[src/rtl/piso8tx.sv]
// piso8tx: 8-bit parallel-in serial-out transmitter, LSB first, valid/ready byte intake.
// Optional even-parity ninth cycle is enabled with `define PISO8_PARITY_EN.
module piso8tx (
    input  logic       clk,
    input  logic       rst,
    input  logic [7:0] Pin,
    input  logic       Pvalid,
    output logic       Prdy,
    output logic       Sout,
    output logic       Sen,
    output logic       Spar,
    output logic       Busy,
    output logic       Done
);

    // Handshake: a byte transfers on a rising edge where Pvalid && Prdy; Prdy does not
    // depend on Pvalid, and Pin is only looked at on that edge.

`ifdef PISO8_PARITY_EN
    typedef enum logic [1:0] {
        IDLE  = 2'd0,
        SHIFT = 2'd1,
        PAR   = 2'd2
    } state_t;
`else
    typedef enum logic [1:0] {
        IDLE  = 2'd0,
        SHIFT = 2'd1
    } state_t;
`endif

    state_t     state;
    logic [7:0] sh;
    logic [2:0] cnt;
    logic       last;
    logic       accept;
`ifdef PISO8_PARITY_EN
    logic       par;
`endif

    // The final cycle of a frame doubles as an intake slot so frames can abut.
    always_comb begin
`ifdef PISO8_PARITY_EN
        last = (state == PAR);
`else
        last = (state == SHIFT) && (cnt == 3'd7);
`endif
        Prdy   = (state == IDLE) || last;
        accept = Pvalid && Prdy;
        Done   = last;
        Busy   = (state != IDLE);
        Sen    = (state == SHIFT);
`ifdef PISO8_PARITY_EN
        Sout   = ((state == SHIFT) && sh[0]) || ((state == PAR) && par);
        Spar   = (state == PAR);
`else
        Sout   = (state == SHIFT) && sh[0];
        Spar   = 1'b0;
`endif
    end

    always_ff @(posedge clk) begin
        if (rst) begin
            state <= IDLE;
            sh    <= 8'd0;
            cnt   <= 3'd0;
`ifdef PISO8_PARITY_EN
            par   <= 1'b0;
`endif
        end else if (accept) begin
            state <= SHIFT;
            sh    <= Pin;
            cnt   <= 3'd0;
`ifdef PISO8_PARITY_EN
            par   <= ^Pin;
`endif
        end else begin
            case (state)
                SHIFT: begin
                    sh  <= {1'b0, sh[7:1]};
                    cnt <= cnt + 3'd1;
                    if (cnt == 3'd7) begin
`ifdef PISO8_PARITY_EN
                        state <= PAR;
`else
                        state <= IDLE;
`endif
                    end
                end
`ifdef PISO8_PARITY_EN
                PAR:     state <= IDLE;
`endif
                default: state <= IDLE;
            endcase
        end
    end

endmodule

[config.mk]
export PLATFORM = sky130hd
export DESIGN_NAME = piso8tx
export DESIGN_NICKNAME = d
export VERILOG_FILES = /design/src/rtl/piso8tx.sv
export SDC_FILE = /design/constraint.sdc
export NUM_CORES = 1
export LEC_CHECK = 0
export BUFFER_PORTS_ARGS = -buffer_cell sky130_fd_sc_hd__buf_2
export CAP_MARGIN = 20
export CORE_AREA = 2 2 39 41
export DETAILED_ROUTE_END_ITERATION = 6
export DIE_AREA = 0 0 41 43
export PLACE_DENSITY = 0.82
export SYNTH_ARGS = -nofsm -noshare
export SYNTH_HDL_FRONTEND = slang
export SYNTH_SLANG_ARGS = --single-unit
[constraint.sdc]
create_clock -name clk -period 2.2 [get_ports clk]
set_input_delay 0.55 -clock clk [delete_from_list [all_inputs] [get_ports clk]]
set_output_delay 0.55 -clock clk [all_outputs]
set_load 0.1 [all_outputs]
Word level (Yosys, flattened, before mapping)
Index checks and enable logic that the tools add are counted.
- latch bits: 0
- bits in writable memories: 0
- memories kept: 0
- register bits: 12
- output and inout bits: 6
- ROM bits: 0
- bitwise operators: 0
- reduce and logical (&&, ||, !) cells: 7
- eq/ne operators: 2
- shift operators: 0
- multipliers: 0
- divide/modulo/power cells: 0
- mux-type cells: 5
- $add $sub $neg: 1
- magnitude comparators: 0
- operators by type and width (cell ; number):
    $mux W8 ; 2
    $add A3 B1 Y3 const B ; 1
    $eq A3 B3 Y1 const B ; 1
    $logic_and A1 B1 Y1 ; 3
    $mux W1 ; 3
    $ne A3 B1 Y1 const B ; 1
    $logic_not A2 Y1 ; 1
    $reduce_bool A2 Y1 ; 1
    $reduce_or A2 Y1 ; 1
    $logic_or A1 B1 Y1 ; 1

Longest topological paths before layout
- depth in word-level cells: 5
- depth in mapped cells: 7
- depth with buffers taken out: 6

Worst setup path after synthesis
No wires, ideal clock.
- path kind: flip-flop to output port
- start point: register state[0]
- end point: output port Done
- cell stages (with the launch flop): 3
- data arrival time: 1955 ps
- slack: -305 ps
- required time: 1650 ps
- path buffers: 1
- cell sequence: dfxtp_1 -> buf_6 -> and2_1
- word-level cells in the longest chain between the ends: 1
- RTL lines (element ; line ; RTL):
    start: declaration ; 32 ; state_t state;
    start signal: assignment ; 64 ; state <= IDLE;
    start signal: assignment ; 71 ; state <= SHIFT;
    start signal: assignment ; 86 ; state <= IDLE;
    $logic_and A1 B1 Y1 ; 46 ; last = (state == SHIFT) && (cnt == 3'd7);
    end: declaration ; 13 ; output logic Done
Every way passes these cells.

Worst setup path after layout
- start point: register cnt[0]
- end point: output port Prdy
- word-level cells in the longest chain between the ends: 3
- RTL lines (element ; line ; RTL):
    start: declaration ; 34 ; logic [2:0] cnt;
    start signal: assignment ; 81 ; cnt <= cnt + 3'd1;
    $eq A3 B3 Y1 ; 46 ;
    $logic_and A1 B1 Y1 ; 46 ;
    $logic_or A1 B1 Y1 ; 48 ; Prdy = (state == IDLE) || last;
    end: declaration ; 8 ; output logic Prdy,
Every way passes these cells.

==> results.yml <==
detailed_routing:
  drt-total-wl_mm: 1.111
  vias: 508
  route.antenna.remaining_nets: 0
  remaining_drc_errors: 0
  highest_signal_layer_in_the_routed_design: "met4"
  wire_per_inst_um: 11.57
  vias_per_cell: 5.292
  wl_met1_um: 488
  dr_wl_met2_um: 525
  initialDrtViolationCount: 5
  wl_met3_um: 50
  drt-pass1-iter-count: 2
sta:
  totalNegativeSetupSlack_ns: 0
  unrepaired_setup_endpoints_after_global_routing: "no"
  maximum_clock_frequency_mhz: 477.5
  fin_crit_ns: 2.094
  finalClockSkew_ns: 0.002625
  setup_viol_count_final: 0
  finalHoldViolations: 0
  layout_worst_path_cycle_share_pct: 95.19
  final-max-slew-violation-count: 0
clocking:
  clkSinkCount: 12
  cts_resized: 0
  cts_tree: "built"
  cts.clk_slew.worst_paths_ns: 0.08
  cts_hold_buf: 0
  postCtsSetupBuffers: 0
  clk-insertion-delay-late_ns: 0.28
  clk_path_buf_depth: 2
  cts_buffers: 3
  root_buffer: "clkbuf_4"
  htreeDepth: 1
final_layout:
  layout.core_utilization_pct: 51.45
  layout.area.seq_um2: 241.5
  antenna_cells_inserted: 0
  area.growth.synth_to_final_pct: 13.12
  multiInputGateArea_um2: 320.3
  fillCellCount: 135
  fraction_of_final_layout_cells_sized_beyond_drive_strength_1_pct: 32.50
  final_area_um2: 711.9
  fin_nets: 94
synth:
  syn-mean-instance-area_um2: 9.255
  ys_top_cells_by_area: "dfxtp_1, a211oi_1, nor3b_1"
  count_of_unique_library_cells_instantiated_by_yosys: 22
  synth.net_count: 81
  syn-cell-area_um2: 629.4
  area_share_of_the_largest_cell_type_after_synthesis_pct: 38.17
  yosysSeqAreaShare_pct: 38.17
  syn_inst: 68
  synth_warnings: 0
  synthDominantAreaCellType: "dfxtp_1"
  synth-seq-cells: 12
global_routing:
  global_route.usage.total_pct: 15.67
  antenna_found_initial: 0
  number_of_global_route_vias_before_repair: 435
  grt_first_pass_wirelength_mm: 1.780
  globalRoute.totalOverflow: 0
  largest_net_degree_at_the_start_of_global_routing: 20
die:
  core-area_um2: 1384
  chipHeight_um: 43
  initial_core_util_pct: 45.48
  ios: 17
  die_width_um: 41
  placementRows: 14
  dieArea_um2: 1763
power:
  power.ir.vdd_worst_mv: 0.2358
  power_density_normalized_to_cell_area_nw_per_um2: 759.3
  fin_total_pwr_uw: 540.6
  leakagePower_nw: 0.3037
critical_path:
  path_class: "reg -> out"
  critPathMaxFanout: 10
  arrival_ns: 1.54
  cp.required_ns: 1.65
  endpoint_kind: "primary output"
  setup.worst_path.start_class: "flip-flop"
placed_design:
  io_buffers: 15
  place.gp.congestion: 0.7645
  hpwlAfterDp_um: 796.3
  placed_area_um2: 675.6
status:
  outcome: "finished, final reports clean"
flow_run:
  maxCapViolations: 0
hold_path:
  hold_class: "reg -> reg"
[Yosys cell counts]
cell / count
clkbuf_2: 1
nor2b_4: 1
a32oi_1: 1
nor3_1: 3
dfxtp_1: 12
a211oi_1: 7
nor3b_1: 7
clkbuf_4: 1
and2_4: 1
nor2_4: 1
buf_4: 2
ha_1: 2
nor4_1: 7
buf_6: 2
conb_1: 1
or2_2: 1
clkbuf_1: 2
nor2_1: 10
inv_8: 1
mux2i_1: 2
xnor2_1: 1
and2_1: 2
[path summary, 6_finish.rpt]
path,end,from,cells after the start,slack (ns)
worst min register to register,sh[4],sh[4],2,0.50
worst max-delay path,Prdy,cnt[0],5,0.11
worst max register to register,sh[3],cnt[0],6,0.69
worst min-delay path,sh[4],sh[4],2,0.50
[kinds of logic (layout without fill, tap and decap cells)]
group           after synthesis  after routing  synth area share [%]
compound gates                8              8                 9.742
simple gates                 33             33                 32.01
mux                           2              2                 3.181
flops                        12             12                 38.17
xor+xnor                      1              1                 1.392
other cells                   1              1                0.5958
buf+inv                       9             21                 10.93
fa+ha+maj                     2              2                 3.976
[routing by layer]
metal  GRT usage (%)  up-vias
met1           16.78      223
met2           23.13       14
met5               0        -
met4           14.00        0
li1                -      266
met3           4.712        5
[final cells by class]
type | count | area share (%)
well taps | 16 | 2.812
clock buffers | 4 | 5.097
inverters | 1 | 1.582
flip-flops and latches | 12 | 33.92
repair buffers | 16 | 11.60
multi-input cells | 47 | 44.99
[stage by stage]
stage	worst slack, ns	instances	hold WS (ns)
2_1_floorplan	0.02770	68	0.4551
3_3_place_gp	0.4166	92	0.4748
3_5_place_dp	0.3931	92	0.4886
4_1_cts	0.08831	96	0.5037
5_1_grt	0.03857	96	0.5196
6_report	0.1059	96	0.5000
[sequential cells by signal (all words and copies together) (netlist names)]
register and count:
cnt 3, state 1, sh 8
[critical path: stages (launching register included)]
cell	delay, ns
dfxtp_1	0.33
ha_1	0.19
ha_1	0.21
nor2b_4	0.19
inv_8	0.06
buf_2	0.29
[cells in the final DEF, fill, tap and decap left out, drive strengths merged]
master  count
a211oi      7
a32oi       1
and2        3
buf        16
clkbuf      4
conb        1
dfxtp      12
ha          2
inv         1
mux2i       2
nor2       11
nor2b       1
nor3        3
nor3b       7
nor4        7
or2         1
xnor2       1
[report_power, final]
| group | leakage [nW] | internal, mW | switching [mW] | total [mW] |
|---|---|---|---|---|
| Clock | 0.0210 | 0.101 | 0.0755 | 0.176 |
| Combinational | 0.184 | 0.0388 | 0.0806 | 0.119 |
| Sequential | 0.0991 | 0.233 | 0.0118 | 0.245 |
| Total | 0.304 | 0.373 | 0.168 | 0.541 |
Power figures use the tool's default switching activity.
